<file path="config.mk">
export PLATFORM = sky130hd
export DESIGN_NAME = wb_stage_arb_flat
export DESIGN_NICKNAME = d
export VERILOG_FILES = /design/src/rtl/wb_stage_arb_pkg.sv /design/src/rtl/wb_stage_arb_if.sv /design/src/rtl/wb_stage_arb_load_ext.sv /design/src/rtl/wb_stage_arb.sv /design/src/flat_wrapper.sv
export SDC_FILE = /design/constraint.sdc
export NUM_CORES = 1
export LEC_CHECK = 0
export CAP_MARGIN = 25
export CORE_MARGIN = 5
export CORE_UTILIZATION = 25
export DETAILED_ROUTE_END_ITERATION = 8
export GPL_TIMING_DRIVEN = 0
export PLACE_DENSITY = 0.45
export SYNTH_ARGS = -nofsm -noshare
export SYNTH_HDL_FRONTEND = slang
export SYNTH_SLANG_ARGS = --single-unit
</file>
<file path="constraint.sdc">
create_clock -name clk -period 5.57 [get_ports clk]
set_clock_uncertainty 0.2 [all_clocks]
set_input_delay 0.557 -clock clk [delete_from_list [all_inputs] [get_ports clk]]
set_output_delay 0.557 -clock clk [all_outputs]
set_load 0.005 [all_outputs]
</file>
<file path="src/rtl/wb_stage_arb_pkg.sv">
// ----------------------------------------------------------------------------
// Package : wb_pkg
// Purpose : Shared encodings for the writeback stage: result-source select
//           codes, load-extension opcodes and the link-address offset.
// Ports   : none (package)
// ----------------------------------------------------------------------------
package wb_pkg;

    // Result source select. Code 2'd3 is unused upstream and falls back to ALU.
    localparam logic [1:0] SRC_ALU  = 2'd0;
    localparam logic [1:0] SRC_MEM  = 2'd1;
    localparam logic [1:0] SRC_LINK = 2'd2;

    // Load extension opcodes. Codes 5..7 are treated as a full-word load.
    localparam logic [2:0] LD_LW  = 3'd0;
    localparam logic [2:0] LD_LH  = 3'd1;
    localparam logic [2:0] LD_LHU = 3'd2;
    localparam logic [2:0] LD_LB  = 3'd3;
    localparam logic [2:0] LD_LBU = 3'd4;

    // Return address written by jump-and-link: the instruction after the delay slot.
    localparam int LINK_OFFSET = 8;

endpackage

</file>
<file path="src/rtl/wb_stage_arb_if.sv">
// ----------------------------------------------------------------------------
// Interface : wb_stage_arb_if
// Purpose   : Bundles the main-pipeline result, the side-channel handshake and
//             the register-file write port of the writeback stage.
// Signals   : m_*  main in-order pipeline result and load/link controls
//             s_*  side-channel valid/ready handshake with address and data
//             rf_* registered register-file write port
// Modports  : slave  - the writeback stage itself
//             master - the surrounding pipeline (or a testbench)
// ----------------------------------------------------------------------------
interface wb_stage_arb_if #(
    parameter int DATA_W = 32,
    parameter int ADDR_W = 5
) ();

    logic              m_valid;
    logic              m_reg_write;
    logic [ADDR_W-1:0] m_waddr;
    logic [1:0]        m_src;
    logic [2:0]        m_ld_op;
    logic [DATA_W-1:0] m_pc;
    logic [DATA_W-1:0] m_alu_result;
    logic [DATA_W-1:0] m_mem_rdata;

    logic              s_valid;
    logic              s_ready;
    logic [ADDR_W-1:0] s_waddr;
    logic [DATA_W-1:0] s_wdata;

    logic              rf_we;
    logic [ADDR_W-1:0] rf_waddr;
    logic [DATA_W-1:0] rf_wdata;

    modport slave (
        input  m_valid, m_reg_write, m_waddr, m_src, m_ld_op, m_pc,
               m_alu_result, m_mem_rdata, s_valid, s_waddr, s_wdata,
        output s_ready, rf_we, rf_waddr, rf_wdata
    );

    modport master (
        output m_valid, m_reg_write, m_waddr, m_src, m_ld_op, m_pc,
               m_alu_result, m_mem_rdata, s_valid, s_waddr, s_wdata,
        input  s_ready, rf_we, rf_waddr, rf_wdata
    );

endinterface

</file>
<file path="src/rtl/wb_stage_arb_load_ext.sv">
// ----------------------------------------------------------------------------
// Module  : wb_load_ext
// Purpose : Combinational little-endian load extraction. Picks the halfword or
//           byte addressed by the low address bits and sign/zero extends it.
// Ports   : i_ldOp   [2:0]       load opcode (LW/LH/LHU/LB/LBU, others = LW)
//           i_offset [1:0]       byte offset within the aligned word
//           i_rdata  [DATA_W-1:0] raw aligned memory word
//           o_word   [DATA_W-1:0] extended result
// ----------------------------------------------------------------------------
module wb_load_ext
    import wb_pkg::*;
#(
    parameter int DATA_W = 32
) (
    input  logic [2:0]        i_ldOp,
    input  logic [1:0]        i_offset,
    input  logic [DATA_W-1:0] i_rdata,
    output logic [DATA_W-1:0] o_word
);

    logic [15:0] w_half;
    logic [7:0]  w_byte;

    // Little-endian: offset 0 selects the least significant byte/halfword.
    assign w_half = i_offset[1] ? i_rdata[31:16] : i_rdata[15:0];
    assign w_byte = i_rdata[{i_offset, 3'b000} +: 8];

    always_comb begin
        o_word = i_rdata;
        case (i_ldOp)
            LD_LH:   o_word = {{(DATA_W-16){w_half[15]}}, w_half};
            LD_LHU:  o_word = {{(DATA_W-16){1'b0}}, w_half};
            LD_LB:   o_word = {{(DATA_W-8){w_byte[7]}}, w_byte};
            LD_LBU:  o_word = {{(DATA_W-8){1'b0}}, w_byte};
            default: o_word = i_rdata;
        endcase
    end

endmodule

</file>
<file path="src/rtl/wb_stage_arb.sv">
// ----------------------------------------------------------------------------
// Module  : wb_stage_arb
// Purpose : Registered writeback stage. Merges the main in-order pipeline
//           result with a side channel of multicycle (mult/div) results onto
//           the single register-file write port. Main always wins; side results
//           are queued in a small FIFO and drained, in acceptance order, into
//           write slots the main pipeline leaves unused.
// Ports   : clk           rising-edge clock
//           rst_n         asynchronous active-low reset
//           bus           wb_stage_arb_if.slave (m_*, s_*, rf_* signals)
//           pending_mask  one bit per register with a queued side write
//                         (present only when WB_PENDING_EN is defined)
// Config  : WB_PENDING_EN - adds pending_mask for hazard/stall logic.
// ----------------------------------------------------------------------------
module wb_stage_arb
    import wb_pkg::*;
#(
    parameter int DATA_W   = 32,
    parameter int ADDR_W   = 5,
    parameter int SQ_DEPTH = 2
) (
    input  logic          clk,
    input  logic          rst_n,
    wb_stage_arb_if.slave bus
`ifdef WB_PENDING_EN
    ,
    output logic [2**ADDR_W-1:0] pending_mask
`endif
);

    localparam int PTR_W = $clog2(SQ_DEPTH);
    localparam int CNT_W = PTR_W + 1;

    logic [ADDR_W-1:0] r_qAddr [SQ_DEPTH];
    logic [DATA_W-1:0] r_qData [SQ_DEPTH];
    logic [PTR_W-1:0]  r_rdPtr;
    logic [PTR_W-1:0]  r_wrPtr;
    logic [CNT_W-1:0]  r_count;

    logic              r_rfWe;
    logic [ADDR_W-1:0] r_rfWaddr;
    logic [DATA_W-1:0] r_rfWdata;

    logic              w_mainWr;
    logic              w_accept;
    logic              w_acceptNz;
    logic              w_notEmpty;
    logic              w_pop;
    logic              w_push;
    logic              w_bypass;
    logic [DATA_W-1:0] w_loadWord;
    logic [DATA_W-1:0] w_mainData;

    wb_load_ext #(.DATA_W(DATA_W)) u_loadExt (
        .i_ldOp   (bus.m_ld_op),
        .i_offset (bus.m_alu_result[1:0]),
        .i_rdata  (bus.m_mem_rdata),
        .o_word   (w_loadWord)
    );

    // Writes to $0 are architecturally void, so they never claim the slot.
    assign w_mainWr   = bus.m_valid & bus.m_reg_write & (bus.m_waddr != '0);
    assign w_notEmpty = (r_count != '0);

    // Ready depends only on occupancy so no combinational path exists from m_*.
    assign bus.s_ready = (r_count < CNT_W'(SQ_DEPTH));
    assign w_accept    = bus.s_valid & bus.s_ready;
    assign w_acceptNz  = w_accept & (bus.s_waddr != '0);

    // The FIFO head drains before a new side result can bypass it, which keeps
    // side results in acceptance order. A push when full cannot happen
    // because ready is low then.
    assign w_pop    = ~w_mainWr & w_notEmpty;
    assign w_bypass = ~w_mainWr & ~w_notEmpty & w_acceptNz;
    assign w_push   = w_acceptNz & ~w_bypass;

    // Main result selection; source code 3 falls back to the ALU result.
    always_comb begin
        w_mainData = bus.m_alu_result;
        case (bus.m_src)
            SRC_MEM:  w_mainData = w_loadWord;
            SRC_LINK: w_mainData = bus.m_pc + DATA_W'(LINK_OFFSET);
            default:  w_mainData = bus.m_alu_result;
        endcase
    end

    // FIFO pointers and occupancy; reset discards anything still queued.
    always_ff @(posedge clk or negedge rst_n) begin
        if (!rst_n) begin
            r_rdPtr <= '0;
            r_wrPtr <= '0;
            r_count <= '0;
        end else begin
            if (w_push) r_wrPtr <= r_wrPtr + 1'b1;
            if (w_pop)  r_rdPtr <= r_rdPtr + 1'b1;
            case ({w_push, w_pop})
                2'b10:   r_count <= r_count + 1'b1;
                2'b01:   r_count <= r_count - 1'b1;
                default: r_count <= r_count;
            endcase
        end
    end

    // FIFO storage needs no reset: only slots covered by count are ever read.
    always_ff @(posedge clk) begin
        if (w_push) begin
            r_qAddr[r_wrPtr] <= bus.s_waddr;
            r_qData[r_wrPtr] <= bus.s_wdata;
        end
    end

    // Register-file write port; address and data hold when no slot is used.
    always_ff @(posedge clk or negedge rst_n) begin
        if (!rst_n) begin
            r_rfWe    <= 1'b0;
            r_rfWaddr <= '0;
            r_rfWdata <= '0;
        end else begin
            r_rfWe <= w_mainWr | w_pop | w_bypass;
            if (w_mainWr) begin
                r_rfWaddr <= bus.m_waddr;
                r_rfWdata <= w_mainData;
            end else if (w_pop) begin
                r_rfWaddr <= r_qAddr[r_rdPtr];
                r_rfWdata <= r_qData[r_rdPtr];
            end else if (w_bypass) begin
                r_rfWaddr <= bus.s_waddr;
                r_rfWdata <= bus.s_wdata;
            end
        end
    end

    assign bus.rf_we    = r_rfWe;
    assign bus.rf_waddr = r_rfWaddr;
    assign bus.rf_wdata = r_rfWdata;

`ifdef WB_PENDING_EN
    // A slot is live when its distance from the read pointer is below count,
    // so the mask follows push/pop at the same edge that moves the pointers.
    always_comb begin
        pending_mask = '0;
        for (int j = 0; j < SQ_DEPTH; j++) begin
            if ({1'b0, PTR_W'(PTR_W'(j) - r_rdPtr)} < r_count)
                pending_mask[r_qAddr[j]] = 1'b1;
        end
    end
`endif

endmodule

</file>
<file path="src/flat_wrapper.sv">
// flat-port wrapper written by rule: the top's interface ports become plain ports
module wb_stage_arb_flat import wb_pkg::*;
#(
    parameter int DATA_W   = 32,
    parameter int ADDR_W   = 5,
    parameter int SQ_DEPTH = 2
)
  (clk, rst_n, bus_m_valid, bus_m_reg_write, bus_m_waddr, bus_m_src, bus_m_ld_op, bus_m_pc, bus_m_alu_result, bus_m_mem_rdata, bus_s_valid, bus_s_waddr, bus_s_wdata, bus_s_ready, bus_rf_we, bus_rf_waddr, bus_rf_wdata);
  wb_stage_arb_if #(.DATA_W(DATA_W), .ADDR_W(ADDR_W)) bus_i ();
  input  logic clk;
  input  logic rst_n;
  input wire logic [$bits(bus_i.m_valid)-1:0] bus_m_valid;
  input wire logic [$bits(bus_i.m_reg_write)-1:0] bus_m_reg_write;
  input wire logic [$bits(bus_i.m_waddr)-1:0] bus_m_waddr;
  input wire logic [$bits(bus_i.m_src)-1:0] bus_m_src;
  input wire logic [$bits(bus_i.m_ld_op)-1:0] bus_m_ld_op;
  input wire logic [$bits(bus_i.m_pc)-1:0] bus_m_pc;
  input wire logic [$bits(bus_i.m_alu_result)-1:0] bus_m_alu_result;
  input wire logic [$bits(bus_i.m_mem_rdata)-1:0] bus_m_mem_rdata;
  input wire logic [$bits(bus_i.s_valid)-1:0] bus_s_valid;
  input wire logic [$bits(bus_i.s_waddr)-1:0] bus_s_waddr;
  input wire logic [$bits(bus_i.s_wdata)-1:0] bus_s_wdata;
  output wire logic [$bits(bus_i.s_ready)-1:0] bus_s_ready;
  output wire logic [$bits(bus_i.rf_we)-1:0] bus_rf_we;
  output wire logic [$bits(bus_i.rf_waddr)-1:0] bus_rf_waddr;
  output wire logic [$bits(bus_i.rf_wdata)-1:0] bus_rf_wdata;
  assign bus_i.m_valid = bus_m_valid;
  assign bus_i.m_reg_write = bus_m_reg_write;
  assign bus_i.m_waddr = bus_m_waddr;
  assign bus_i.m_src = bus_m_src;
  assign bus_i.m_ld_op = bus_m_ld_op;
  assign bus_i.m_pc = bus_m_pc;
  assign bus_i.m_alu_result = bus_m_alu_result;
  assign bus_i.m_mem_rdata = bus_m_mem_rdata;
  assign bus_i.s_valid = bus_s_valid;
  assign bus_i.s_waddr = bus_s_waddr;
  assign bus_i.s_wdata = bus_s_wdata;
  assign bus_s_ready = bus_i.s_ready;
  assign bus_rf_we = bus_i.rf_we;
  assign bus_rf_waddr = bus_i.rf_waddr;
  assign bus_rf_wdata = bus_i.rf_wdata;
  wb_stage_arb #(.DATA_W(DATA_W), .ADDR_W(ADDR_W), .SQ_DEPTH(SQ_DEPTH)) u_core (.clk(clk), .rst_n(rst_n), .bus(bus_i));
endmodule
</file>
# Word level (Yosys, flattened, before mapping)
# Memory sizes are Yosys's and may differ from the RTL's.
# Index checks and enable logic that the tools add are counted.
# Widths: inputs -> output; s select.
word_totals:
  out_inout_bits: 39
  ramBits: 74
  n_memories: 2
  word_cells: 53
  in_bits: 148
  register_bits: 42
mem_list:
  columns: ["memory", "words", "word_bits", "rd", "rd_clocked_by_memory_dff", "wr", "line", "text"]
  rows:
  - ["u_core.r_qData", 2, 32, 1, 0, 1, "wb_stage_arb.sv:35", "logic [DATA_W-1:0] r_qData [SQ_DEPTH];"]
  - ["u_core.r_qAddr", 2, 5, 1, 0, 1, "wb_stage_arb.sv:34", "logic [ADDR_W-1:0] r_qAddr [SQ_DEPTH];"]
classes:
  n_eq_ne: 8
  reduce_logical: 5
  magnitude_cmp: 1
  n_mux: 12
  shifts: 1
  bitwise_logic: 13
  add_sub_neg: 5
ops:
  columns: ["op", "count"]
  rows:
  - ["$pmux 32 s4", 1]
  - ["$mux 32", 3]
  - ["$pmux 32 s2", 1]
  - ["$add 32x4->32 const B", 1]
  - ["$shiftx 32x6->8", 1]
  - ["$mux 16", 1]
  - ["$mux 5", 3]
  - ["$reduce_bool 5->1", 2]
  - ["$and 1x1->1", 8]
  - ["$eq 3x2->1 const B", 2]
  - ["$eq 2x1->1 const B", 2]
  - ["$eq 2x2->1 const B", 2]
  - ["$pmux 2 s2", 1]
  - ["$reduce_bool 2->1", 2]
  - ["$eq 3x1->1 const B", 1]
  - ["$eq 3x3->1 const B", 1]
  - ["$not 1->1", 3]
  - ["$reduce_bool 3->1", 1]
  - ["$add 1x1->1 const B", 2]
  - ["$add 2x1->2 const B", 1]
  - ["$lt 2x2->1 const B", 1]
  - ["$mux 1", 2]
  - ["$or 1x1->1", 2]
  - ["$sub 2x1->2 const B", 1]

# Depth between registers and ports, before layout
# Gate-level depths: netlist of the first run.
logic_depth:
  depth_word: 9
  mapped_depth: 9
  depth_no_buf: 7

# Hierarchy
# From an unflattened synthesis of the first run, not the netlist that was laid out.
unflattened:
  hier_cells: 692
  area_unflattened_um2: 7055.5
modules_own_cells:
  columns: ["module", "seq_area_each_um2", "n_inst", "area_per_inst_um2", "cells_per_inst"]
  rows:
  - ["wb_stage_arb", 3273.1, 1, 6193.4, 571]
  - ["wb_load_ext", 0.0, 1, 862.1, 121]

# Worst setup path before layout of the first run
# No wires, ideal clock.
synth_timing:
  kind: "flip-flop to flip-flop"
  from: "register u_core.r_count[0]"
  to: "memory u_core.r_qAddr[0][0], enable pin"
  required_ns: 4.939
  synth_period_minus_slack_ns: 3.405
  slack_ns: 2.165
  arrival_ns: 2.773
  stages_incl_launch_ff: 6
  setup_time_ns: 0.431
  path_buffers: 1
  cell_sequence: "dfrtp_1 -> clkbuf_1 -> nor4_1 -> a21oi_1 -> nand2_1 -> nor2_1"
synth_between:
  elab_chain_cells: 8
  word_cells_on_any_way: 11
  classes_between: "1 x order compare; 2 x mux; 7 x bitwise; 1 x reduce/logical"
synth_lines:
  columns: ["item", "line", "text"]
  rows:
  - ["start: declaration", "wb_stage_arb.sv:38", "logic [CNT_W-1:0] r_count;"]
  - ["start signal: assignment", "wb_stage_arb.sv:97", "2'b10: r_count <= r_count + 1'b1;"]
  - ["start signal: assignment", "wb_stage_arb.sv:98", "2'b01: r_count <= r_count - 1'b1;"]
  - ["start signal: assignment", "wb_stage_arb.sv:99", "default: r_count <= r_count;"]
  - ["$lt 2x2->1 / $reduce_bool 2->1 (equally long branches)", "wb_stage_arb.sv:66, wb_stage_arb.sv:63", null]
  - ["$and 1x1->1 / $not 1->1 (equally long branches)", "wb_stage_arb.sv:67, wb_stage_arb.sv:74", null]
  - ["$and 1x1->1 (on tied branches)", "wb_stage_arb.sv:68, wb_stage_arb.sv:74", null]
  - ["$and 1x1->1", "wb_stage_arb.sv:74", "assign w_bypass = ~w_mainWr & ~w_notEmpty & w_acceptNz;"]
  - ["$not 1->1", "wb_stage_arb.sv:75", "assign w_push = w_acceptNz & ~w_bypass;"]
  - ["$and 1x1->1 *", "wb_stage_arb.sv:75", null]
  - ["$mux 1 *", "wb_stage_arb.sv:106", "if (w_push) begin"]
  - ["$mux 1 (implied by the code) *", "wb_stage_arb.sv:107", "r_qAddr[r_wrPtr] <= bus.s_waddr;"]
  - ["end: declaration", "wb_stage_arb.sv:34", null]
# Mark *: on every way between the ends. The rest lies on a longest branch, timed or not.

# Worst setup path after layout of the first run
layout_timing:
  from: "input bus_s_waddr[0]"
  to: "register u_core.r_rfWdata[27], in the netlist u_core.bus.rf_wdata[27]"
layout_between:
  elab_chain_cells: 4
layout_lines:
  columns: ["item", "line", "text"]
  rows:
  - ["start: declaration", "flat_wrapper.sv:21", "input wire logic [$bits(bus_i.s_waddr)-1:0] bus_s_waddr;"]
  - ["$reduce_bool 5->1", "wb_stage_arb.sv:68", "assign w_acceptNz = w_accept & (bus.s_waddr != '0);"]
  - ["$and 1x1->1", "wb_stage_arb.sv:68", null]
  - ["$and 1x1->1", "wb_stage_arb.sv:74", null]
  - ["$reduce_bool 3->1 (no line)", null, null]
  - ["end signal: assignment", "wb_stage_arb.sv:122", "r_rfWdata <= w_mainData;"]
  - ["end signal: assignment", "wb_stage_arb.sv:125", "r_rfWdata <= r_qData[r_rdPtr];"]
  - ["end signal: assignment", "wb_stage_arb.sv:128", "r_rfWdata <= bus.s_wdata;"]
  - ["end: declaration", "wb_stage_arb.sv:42", "logic [DATA_W-1:0] r_rfWdata;"]
# No other way between the ends.
# A chain may end at the register's enable or synchronous reset.

==> metrics.md, run 1 <==
| Metric | Value |
|---|---|
| Top-area cell type share of the netlist area | `0.316` |
| Pwr Density | `412 mW/mm^2` |
| Slowest-stage cell, CP | `nor4_1` |
| P_int | `approximately 2.7 mW` |
| Slew margin rel. | `0.355` |
| Crit-path cells | `clkdlybuf4s50_1 -> nor4_1 -> a21oi_1 -> nor2_4 -> clkbuf_1 -> a22oi_1 -> nand4_1` |
| HP Class | `register to register` |
| Final GP Congestion | `roughly 0.94` |
| Predominant post-synthesis flop cell | `edfxtp_1` |
| Dpl hpwl | `25400 um` |
| Synth Instances | `a little under 700` |
| Setup TNS | `0 ns` |
| Syn Std Cell Area | `around 0.0070 sq mm` |
| Clock root buffer master | `clkbuf_16` |
| Lkg Pwr | `roughly 3.5 nW` |
| Final setup fails | `0` |
| DIE AREA | `approximately 0.032 sq mm` |
| Antenna Violating Nets Remaining | `0` |
| Sequential share of power | `0.325` |
| Req. time, crit path | `between 5 and 6 ns` |
| Worst skew pair latency | `roughly 0.42 ns` |
| CP Buf/Inv Count | `2` |
| H-tree depth | `4` |
| Max-cap viol count | `0` |
| Largest net degree at the start of global routing | `28` |
| Total gr overflow | `0` |
| Core area | `~0.028 sq mm` |
| Final Power | `~4 mW` |
| Dominant cell type by area after synthesis | `edfxtp_1` |
| Clock buffers created by TritonCTS | `17` |
| Post-CTS Setup Inserts | `0` |
| Worst slew pin tran | `between 0.9 and 1 ns` |
| Clock Power Share | `0.274` |
| Unrepaired setup endpoints after global routing | `false` |
| Min Tclk post-route | `roughly 3.4 ns` |
| DRT Wirelength | `31700 um` |
| Most numerous cell in the Yosys netlist | `edfxtp_1` |
| Pre-CTS WS | `about 1.8 ns` |
| Drt via density | `between 5 and 6` |
| #FFs+latches synth | `between 100 and 150` |
| Die X | `~180 um` |
| CTS tree | `built` |
| Status | `completed` |
| Fin nets | `1041` |
| Share of cells above drive strength 1 | `0.0887` |
| Hold Violations, Final | `0` |
| VDD IR max | `0.204 mV` |
| Max clock buf depth | `2` |
| Post-synth EDFFs | `74` |
| Via count | `6715` |
| WL per Instance | `24.8 um` |
| Element type at the critical path end | `register` |
| I/O Buffers | `between 150 and 200` |
| Syn Area/Cell | `10.3 sq um` |
| Vias in the first global route | `~6600` |
| Fmax | `between 200 and 300 MHz` |
| Syn-to-layout area delta | `42.6%` |
| Pins Over Slew Limit | `0` |
| Detailed Route Iter0 Violations | `around 600` |
| Worst setup SP type | `input pin` |
| Period utilisation layout | `0.618` |
| Critical setup path kind | `input pin to register` |
| Row count | `61` |
| Die height | `between 150 and 200 um` |
| Residual DRC | `0` |
| Synth async-reset ratio | `0.362` |
| Initial antenna violation count | `1` |
| Syn_nets | `834` |
| Worst-path maximum fanout | `10` |
| Initial Util | `0.253` |
| Comb pwr share | `0.401` |
| I/O pins | `approximately 190` |
| Clock slew at reported path FFs | `approximately 0.060 ns` |
| Setup WS post-layout | `between 2 and 2.5 ns` |
| Library cells used by synthesis | `slightly below 80` |
| Sink Count | `116` |
| Finished Layout Cells | `around 1300` |
| Worst path arrival time | `3.59 ns` |
| CP delay by family, top | `simple AND/OR/NAND/NOR gates` |
| Cell total after placement | `~1200` |
| Switch Pwr | `between 1 and 1.5 mW` |
| Top cells by area, synth | `edfxtp_1 32%, dfrtp_1 15%, mux2i_1 6.1%` |
| CTS Hold Bufs | `1` |
| Switch share | `0.351` |
| First-pass GRT wire length | `between 40000 and 50000 um` |
| CTS resizes | `0` |
| Post-synthesis sequential area ratio | `0.466` |
| Synth cell count leaders | `74 x edfxtp_1, 50 x o21ai_0, 43 x mux2i_1, 42 x dfrtp_1, 41 x nor2_1` |
| First-pass detailed-route iteration total | `4` |
| Tot GR Track Use | `0.198` |
| Yosys warnings | `0` |
| CP max stage delay | `a little over 0.7 ns` |
-- layout by cell type, fill, tap and decap left out, types with 12 or more instances in the layout --
master           count
clkbuf_16           17
o221ai_1            14
o21a_1              13
edfxtp_1            74
o22ai_1             19
nand2_1             39
clkdlybuf4s50_1    183
inv_1               20
mux2i_1             43
buf_2               12
o21ai_0             50
dfrtp_1             42
clkbuf_1            30
nor2_1              40
a21oi_1             27
a22oi_1             21
nand3_1             13
xnor2_1             13
-- layout make-up --
type | count | area [sq um]
clock buffers | 20 | 447
inverters | 21 | 78.8
repair buffers | 188 | 1910
fillers | 2857 | 17800
well taps | 378 | 473
diodes | 1 | 2.50
plain buffers | 46 | 194
multi-input cells | 499 | 3490
clock inverters | 12 | 154
flip-flops and latches | 116 | 3270
-- registers in the layout, summed over array words and instances (netlist names) --
name,cells
u_core.r_wrPtr,1
u_core.bus.rf_we,1
u_core.r_qAddr,10
u_core.r_rdPtr,1
u_core.r_count,2
u_core.r_qData,64
u_core.bus.rf_wdata,32
u_core.bus.rf_waddr,5
-- kinds of logic after synthesis --
family          Yosys count  share of synthesized area
xor+xnor                 23                     0.0287
compound gates          238                      0.237
flops                   116                      0.466
buf+inv                  67                     0.0388
fa+ha+maj                 4                    0.00713
mux                      55                     0.0821
simple gates            179                      0.140
-- metal layers --
layer,vias up,track usage,wire [um]
met3,35,0.0339,1600
li1,3096,-,-
met1,3349,0.284,15100
met2,235,0.308,14300
met5,-,0,0
met4,0,0.0529,640
-- per-stage QoR --
stage	utilization	instance area (sq um)	hold slack (ns)
2_1_floorplan	-	7020	0.0614
3_3_place_gp	0.336	9340	0.268
3_5_place_dp	0.338	9400	0.271
4_1_cts	0.360	10000	0.284
5_1_grt	0.360	10000	0.305
6_report	0.360	10000	0.281
-- power groups by stage --
stage	combinational [mW]	sequential (mW)	clock, mW
after global placement	1.63	1.36	0
after global routing	1.78	1.36	1.18
after CTS	1.66	1.34	1.15
final	1.65	1.34	1.13
after detailed placement	1.66	1.36	0
after floorplan	0.823	1.31	0
-- final timing paths --
| kind | start | end | slack (ns) | cells past startpoint |
|---|---|---|---|---|
| max | bus_s_waddr[0] | u_core.bus.rf_wdata[27] | 2.13 | 7 |
| min | u_core.bus.rf_waddr[3] | u_core.bus.rf_waddr[3] | 0.28 | 2 |
| max reg2reg | u_core.r_count[0] | u_core.bus.rf_wdata[27] | 2.61 | 7 |
| min reg2reg | u_core.bus.rf_waddr[3] | u_core.bus.rf_waddr[3] | 0.28 | 2 |
| max in group asynchronous | rst_n | u_core.bus.rf_wdata[25] | 4.19 | 3 |
| min in group asynchronous | rst_n | u_core.bus.rf_waddr[2] | 0.44 | 2 |
-- worst min-delay path, stage by stage (launching register included) --
cell	delay (ns)
dfrtp_1	0.34
nand2_1	0.04
o21ai_0	0.06
Power figures use the tool's default switching activity.
==> run 2, diff against run 1 <==
clock period = 3.6 ns   (was 5.57 ns; I/O delays follow)
==> results of run 2 <==
Same layout as run 1 (identical final DEF). Status: completed.
Among the figures that moved: setup slack after placement 1.78 ns -> 0.00228 ns; setup slack after layout 2.13 ns -> 0.352 ns; hold slack 0.281 ns -> 0.248 ns; register-to-register setup slack 2.61 ns -> 0.64 ns; total power 4.12 mW -> 6.38 mW; worst IR drop on VDD 0.204 mV -> 0.315 mV
